===== src/rtl/run_arbiter.sv =====
// rtl/run_arbiter.sv - four-way round-robin arbiter granting one timed run per winner
module run_arbiter #(
    parameter int LEN_W = 4
) (
    input  logic               clk,
    input  logic               xrst,
    input  logic [3:0]         req,
    input  logic [3:0]         mode,
    input  logic [4*LEN_W-1:0] len,
    input  logic               stop,
    output logic [3:0]         gnt,
    output logic [1:0]         state,
    output logic [3:0]         done,
    output logic               abort,
    output logic               busy
);

    localparam logic [1:0] ST_IDLE = 2'd0;
    localparam logic [1:0] ST_RUN  = 2'd1;
    localparam logic [1:0] ST_WAIT = 2'd2;
    localparam logic [1:0] ST_GAP  = 2'd3;

    logic [1:0]       ptr;
    logic [1:0]       owner;
    logic [1:0]       win;
    logic [1:0]       idx;
    logic [LEN_W-1:0] cnt;
    logic             mlat;
    logic             owner_req;

    // Scan from the highest offset down so the nearest requester above ptr wins.
    always_comb begin
        win = ptr;
        idx = ptr;
        for (int k = 3; k >= 0; k--) begin
            idx = ptr + 2'(k);
            if (req[idx]) begin
                win = idx;
            end
        end
    end

    assign owner_req = req[owner];
    assign busy      = (state != ST_IDLE);

    always_ff @(posedge clk or negedge xrst) begin
        if (!xrst) begin
            state <= ST_IDLE;
            gnt   <= 4'b0000;
            done  <= 4'b0000;
            abort <= 1'b0;
            ptr   <= 2'd0;
            owner <= 2'd0;
            cnt   <= '0;
            mlat  <= 1'b0;
        end else begin
            done  <= 4'b0000;
            abort <= 1'b0;
            case (state)
                ST_IDLE: begin
                    if (req != 4'b0000) begin
                        state <= ST_RUN;
                        owner <= win;
                        gnt   <= 4'b0001 << win;
                        mlat  <= mode[win];
                        cnt   <= len[LEN_W*win +: LEN_W];
                    end
                end
                ST_RUN: begin
                    // Losing the request outranks normal completion.
                    if (!owner_req) begin
                        state <= ST_GAP;
                        gnt   <= 4'b0000;
                        abort <= 1'b1;
                    end else if (cnt == '0) begin
                        if (mlat) begin
                            state <= ST_GAP;
                            gnt   <= 4'b0000;
                            done  <= gnt;
                        end else begin
                            state <= ST_WAIT;
                        end
                    end else begin
                        cnt <= cnt - 1'b1;
                    end
                end
                ST_WAIT: begin
                    if (!owner_req) begin
                        state <= ST_GAP;
                        gnt   <= 4'b0000;
                        abort <= 1'b1;
                    end else if (stop) begin
                        state <= ST_GAP;
                        gnt   <= 4'b0000;
                        done  <= gnt;
                    end
                end
                default: begin
                    state <= ST_IDLE;
                    ptr   <= owner + 2'd1;
                end
            endcase
        end
    end

endmodule


===== config.mk =====
export PLATFORM = sky130hd
export DESIGN_NAME = run_arbiter
export DESIGN_NICKNAME = d
export VERILOG_FILES = /design/src/rtl/run_arbiter.sv
export SDC_FILE = /design/constraint.sdc
export NUM_CORES = 1
export LEC_CHECK = 0
export CAP_MARGIN = 0
export CORE_MARGIN = 2
export CORE_UTILIZATION = 25
export CTS_BUF_LIST = sky130_fd_sc_hd__clkbuf_8
export DETAILED_ROUTE_END_ITERATION = 10
export GPL_ROUTABILITY_DRIVEN = 0
export REMOVE_ABC_BUFFERS = 1
export SETUP_SLACK_MARGIN = 0.4
export SLEW_MARGIN = 10
export SYNTH_ARGS = -nofsm -noshare
export SYNTH_HDL_FRONTEND = slang
export SYNTH_SLANG_ARGS = --single-unit

===== constraint.sdc =====
create_clock -name clk -period 2.5 [get_ports clk]
set_input_delay 0.375 -clock clk [delete_from_list [all_inputs] [get_ports clk]]
set_output_delay 0.375 -clock clk [all_outputs]
set_load 0.02 [all_outputs]

# --- Word-level counts from Yosys, hierarchy flattened ---
# Cells that the tools add are included.
word_totals:
  ff_bits: 20
  elab_cells: 83
  input_bits: 27
  out_inout_bits: 12
classes:
  addsub: 5
  magnitude_cmp: 6
  n_reduce_logical: 12
  shifts: 2
  n_mux: 42
  n_eq_ne: 8
op_table:
  columns: ["op", "count"]
  rows:
  - ["4-bit 2-to-1 mux", 14]
  - ["2-bit by 3-bit < comparator with 1-bit output (second input constant)", 6]
  - ["2-bit 2-to-1 mux", 9]
  - ["4-bit case mux with 2 select lines", 2]
  - ["16-bit by 5-bit variable part select with 4-bit output", 1]
  - ["1-bit binary-select mux with 2-bit select", 6]
  - ["4-bit case mux with 3 select lines", 1]
  - ["1-bit 2-to-1 mux", 9]
  - ["3-bit != test (second input constant)", 3]
  - ["2-bit != test (second input constant)", 3]
  - ["2-bit case mux with 3 select lines", 1]
  - ["5-bit AND reduction", 1]
  - ["2-bit by 1-bit adder with 2-bit output (second input constant)", 2]
  - ["2-bit adder (second input constant)", 2]
  - ["4-bit logical NOT", 1]
  - ["4-bit AND reduction", 1]
  - ["2-bit nonzero test", 2]
  - ["4-bit nonzero test", 1]
  - ["1-bit by 2-bit << shifter with 4-bit output (first input constant)", 1]
  - ["4-bit by 1-bit subtractor with 4-bit output (second input constant)", 1]
  - ["3-bit AND reduction", 1]
  - ["3-bit nonzero test", 1]
  - ["3-bit OR reduction", 1]
  - ["2-bit by 1-bit == test with 1-bit output (second input constant)", 1]
  - ["4 further kinds", 4]

# --- Logic depth before layout (Yosys ltp) ---
logic_depth:
  depth_word: 10
  mapped_depth: 7

# --- Least setup slack after synthesis ---
# OpenSTA, ideal clock, no wires.
synth_timing:
  kind: "register to register"
  startpoint: "reg cnt[0]"
  endpoint: "reg gnt[0]"
  arrival_time_ps: 1844
  path_stages_with_launch: 8
  path_slack_ps: 531
  period_less_slack_ps: 1969
  cell_sequence: "dfrtp_1 -> inv_1 -> ha_1 -> or3b_1 -> a2bb2oi_1 -> o21ai_0 -> a221o_1 -> mux2_2"
synth_between:
  elab_chain_len: 3
synth_rtl:
  columns: ["item", "line_no", "source"]
  rows:
  - ["start: declaration", "27", "logic [LEN_W-1:0] cnt;"]
  - ["start signal: assignment", "66", "cnt <= len[LEN_W*win +: LEN_W];"]
  - ["start signal: assignment", "84", "cnt <= cnt - 1'b1;"]
  - ["4-bit logical NOT", "75", "end else if (cnt == '0) begin"]
  - ["3-bit != test (no source line)", null, null]
  - ["5-bit AND reduction (no source line)", null, null]
  - ["end signal: assignment", "64", "gnt <= 4'b0001 << win;"]
  - ["end: declaration", "11", "output logic [3:0] gnt,"]
# No other way between the ends.
# A chain may end at the register's enable or synchronous reset.

# --- Worst setup path in the final report ---
# Ends and elaborated chain as after synthesis.

==> Flow_metrics.wiki <==
{| class="wikitable"
! Metric !! Value
|-
| Outcome || completed
|-
| Count of maximum capacitance violations || 0
|-
| Final Non-Filler Cells || 249
|-
| Pwr Density || 1090 nW/um^2
|-
| Maximum fanout encountered on the critical timing path || 3
|-
| Root Driver || clkbuf_8
|-
| Worst slew margin relative to its limit || 0.490
|-
| Primary flip-flop cell chosen by synthesis mapping || dfrtp_1
|-
| Via count of the first global-routing pass || 1193
|-
| Ranking of synthesized cells by instance count || dfrtp_1, inv_1, nor2_1
|-
| Count of hold-fix buffers inserted at cts || 0
|-
| Routed WL per cell || 14.2 um
|-
| Number of cells traversed by the worst register-to-register path || 7
|-
| Count of port buffers added during placement || 38
|-
| Category of the critical setup timing path || reg2reg
|-
| TritonCTS clock tree || done
|-
| Sequence of cells on the critical path || inv_2 -> ha_4 -> or3b_4 -> a2bb2oi_2 -> o21ai_1 -> a221o_1 -> mux2_2
|-
| Total die area || 5800 um^2
|-
| Number of detailed-routing iterations run before antenna repair || 4
|-
| Slew at the pin with the worst max-slew slack || 0.757 ns
|-
| Setup TNS Final || 0 ns
|-
| Setup-failing EPs final || 0
|-
| Core Box Area || 5070 um^2
|-
| Stage delay of the slowest cell on the critical path || 0.41 ns
|-
| Number of design rule violations left after detail routing || 0
|-
| Number of register bits inferred by synthesis || 20
|-
| Destination of the worst register-to-register timing path || gnt[0]$_DFFE_PN0P_
|-
| Share of the clock period used by the worst path after layout || 0.834
|-
| Area delta synth->final || 49.8%
|-
| Critical path's slowest cell || dfrtp_1
|-
| Maximum number of buffers from clock root to sink || 2
|-
| Most common cell in the netlist || dfrtp_1
|-
| Global-route wire length before repair || 5.69 mm
|-
| Post-synth EDFFs || 0
|-
| Data arrival time of the critical path || 2.24 ns
|-
| Maximum clock skew at final layout || 0.00239 ns
|-
| HPWL after detailed placement || 2.72 mm
|-
| Number of distinct standard cells referenced by the synthesized netlist || 42
|-
| FFs w/ async S/R, synth || 1.00
|-
| Die boundary width || 76.2 um
|-
| Startpoint kind of the worst setup timing path || flop
|-
| Family with the most delay on the worst path || compound AO/OA/AOI/OAI gates
|-
| Share of final-layout standard cells stronger than drive strength 1 || 0.246
|-
| Post-synth top area cell || dfrtp_1
|-
| Max IR drop VDD || 0.000434 V
|-
| Pin count of the biggest net entering global routing || 21
|-
| Final routed wirelength across all metal layers || 3.55 mm
|-
| Post-route antenna net violation count || 0
|-
| Sum of overflow across all layers after global routing || 0
|-
| Setup repair after global routing missed its margin || yes
|-
| Number of cells produced by synthesis || 125
|-
| Number of buffers and inverters on the critical path || 1
|-
| Placed cells || 241
|-
| Total track usage || 0.124
|-
| Initial standard-cell utilization of the core || 0.257
|-
| Hold Vio Cnt, Final || 0
|-
| Final count of pins violating max slew || 0
|-
| H-tree level count || 1
|-
| Proportion of netlist area held by the largest area contributor || 0.384
|-
| Clock latency reported for the late side of the worst-skew pair || 0.26 ns
|-
| Reg-to-reg slack, setup || 0.42 ns
|-
| Synthesized area per cell || 10.4 um^2
|-
| Cell types with the largest area share after synthesis || dfrtp_1, mux4_2, ha_1, mux2_2, inv_1
|-
| Worst-case setup margin in the final layout || 0.416 ns
|-
| Setup slack after placement || 0.0312 ns
|-
| Final Net Count || 214
|-
| DRC violation total after the first TritonRoute iteration || 59
|-
| Startpoint of the worst-slack reg-to-reg timing path || cnt[0]$_DFFE_PN0P_
|-
| Post-synth design cell area || 1300 um^2
|-
| Capturing element type of the critical path || flop
|-
| Total via count in the routed design || 1151
|-
| Number of antenna violations at the first check in global routing || 0
|-
| CTS buffer count || 3
|-
| Upper clock frequency limit || 480 MHz
|-
| Class of the tightest hold or removal check || in2async
|-
| Number of sinks on the clock net || 20
|-
| Synth warn || 0
|-
| Count of standard-cell rows || 26
|-
| Static leakage || 0.795 nW
|-
| Data required, critical path || 2.65 ns
|-
| Die Span Y || 76.2 um
|-
| Vias per Instance || 4.62
|-
| Ports placed on the boundary || 39
|-
| Final min period || 2.08 ns
|-
| Post-CTS clock slew at the launch and capture registers of the worst setup and hold paths || 0.07 ns
|-
| Origin of the worst setup path || cnt[0]$_DFFE_PN0P_
|-
| Number of antenna diodes || 0
|-
| Sequential area share after synthesis || 0.384
|}
==> power by group <==
part	internal (W)	switching (W)	total [W]
Combinational	0.000708	0.000644	0.00135
Sequential	0.000447	0.000115	0.000563
Clock	0.000108	0.000108	0.000216
==> timing repair <==
action / in CTS / in global routing
endpoints found under the hold margin: 0 / 0
resized for setup: 6 / 12
pin swaps: 0 / 5
endpoints found under the setup margin: 9 / 9
buffers inserted: 0 / 5
==> layout make-up <==
type	count	area [um^2]
fillers	539	3120
multi-input cells	92	791
flip-flops and latches	20	502
repair buffers	52	484
well taps	70	87.6
inverters	12	45.0
clock buffers	3	41.3
==> worst reg2reg max path, cell delays in order, from the launching register on <==
cell	delay (ns)
dfrtp_1	0.41
inv_2	0.10
ha_4	0.12
or3b_4	0.40
a2bb2oi_2	0.17
o21ai_1	0.08
a221o_1	0.39
mux2_2	0.29
==> metrics by stage <==
| step | area [um^2] | power, W | util | hold slack, ns |
|---|---|---|---|---|
| finish | 1950 | 0.00213 | 0.384 | 0.447 |
| global route | 1950 | 0.00230 | 0.384 | 0.480 |
| CTS | 1880 | 0.00202 | 0.371 | 0.458 |
| detailed placement | 1830 | 0.00179 | 0.361 | 0.498 |
| global placement | 1830 | 0.00177 | 0.361 | 0.502 |
| floorplan | 1300 | 0.00137 | - | 0.0794 |
==> kinds of logic after synthesis <==
group / share of synthesized area
AND/OR/NAND/NOR: 0.189
AO/OA/AOI/OAI: 0.176
flip-flops: 0.384
buffers and inverters: 0.0384
multiplexers: 0.148
adder cells (fa/ha/maj): 0.0576
XOR/XNOR: 0.00673
==> how the worst max path moves through the flow <==
stage	to	slack, ns	depth (start not counted)
floorplan	gnt[0]$_DFFE_PN0P_	0.53	7
global placement	cnt[0]$_DFFE_PN0P_	0.08	6
detailed placement	cnt[0]$_DFFE_PN0P_	0.03	6
CTS	cnt[0]$_DFFE_PN0P_	0.41	6
global route	gnt[1]$_DFFE_PN0P_	0.35	7
finish	gnt[0]$_DFFE_PN0P_	0.42	7
==> cells in the final DEF (no fill, tap or decap), drive strengths merged, types with 2 or more instances in the layout <==
master / n
a211oi: 2
a21o: 2
a21oi: 2
a221o: 2
buf: 14
clkbuf: 3
clkdlybuf4s50: 34
dfrtp: 20
dlygate4sd2: 4
ha: 6
inv: 12
mux2: 5
mux2i: 2
mux4: 5
nand2: 8
nand2b: 3
nand3: 4
nand4: 2
nor2: 8
nor2b: 6
nor3: 4
o21a: 2
o21ai: 8
o221a: 2
o31ai: 2
or3b: 2
==> metal layers <==
layer  part of all wire  wire [um]  track usage  vias to the layer above
li1                   -          -            -                      567
met1               0.45       1580        0.156                      550
met2               0.48       1720        0.210                       29
met3              0.053        187       0.0237                        5
met4              0.017         59       0.0491                        0
met5                  0          0            0                        -
==> state kept, by name, summed over array words and instances, names as in the netlist <==
signal and flops:
abort 1, gnt 4, state 2, done 4
ptr 2, cnt 4, owner 2, mlat 1
No activity file was read; power rests on OpenSTA's default activity.
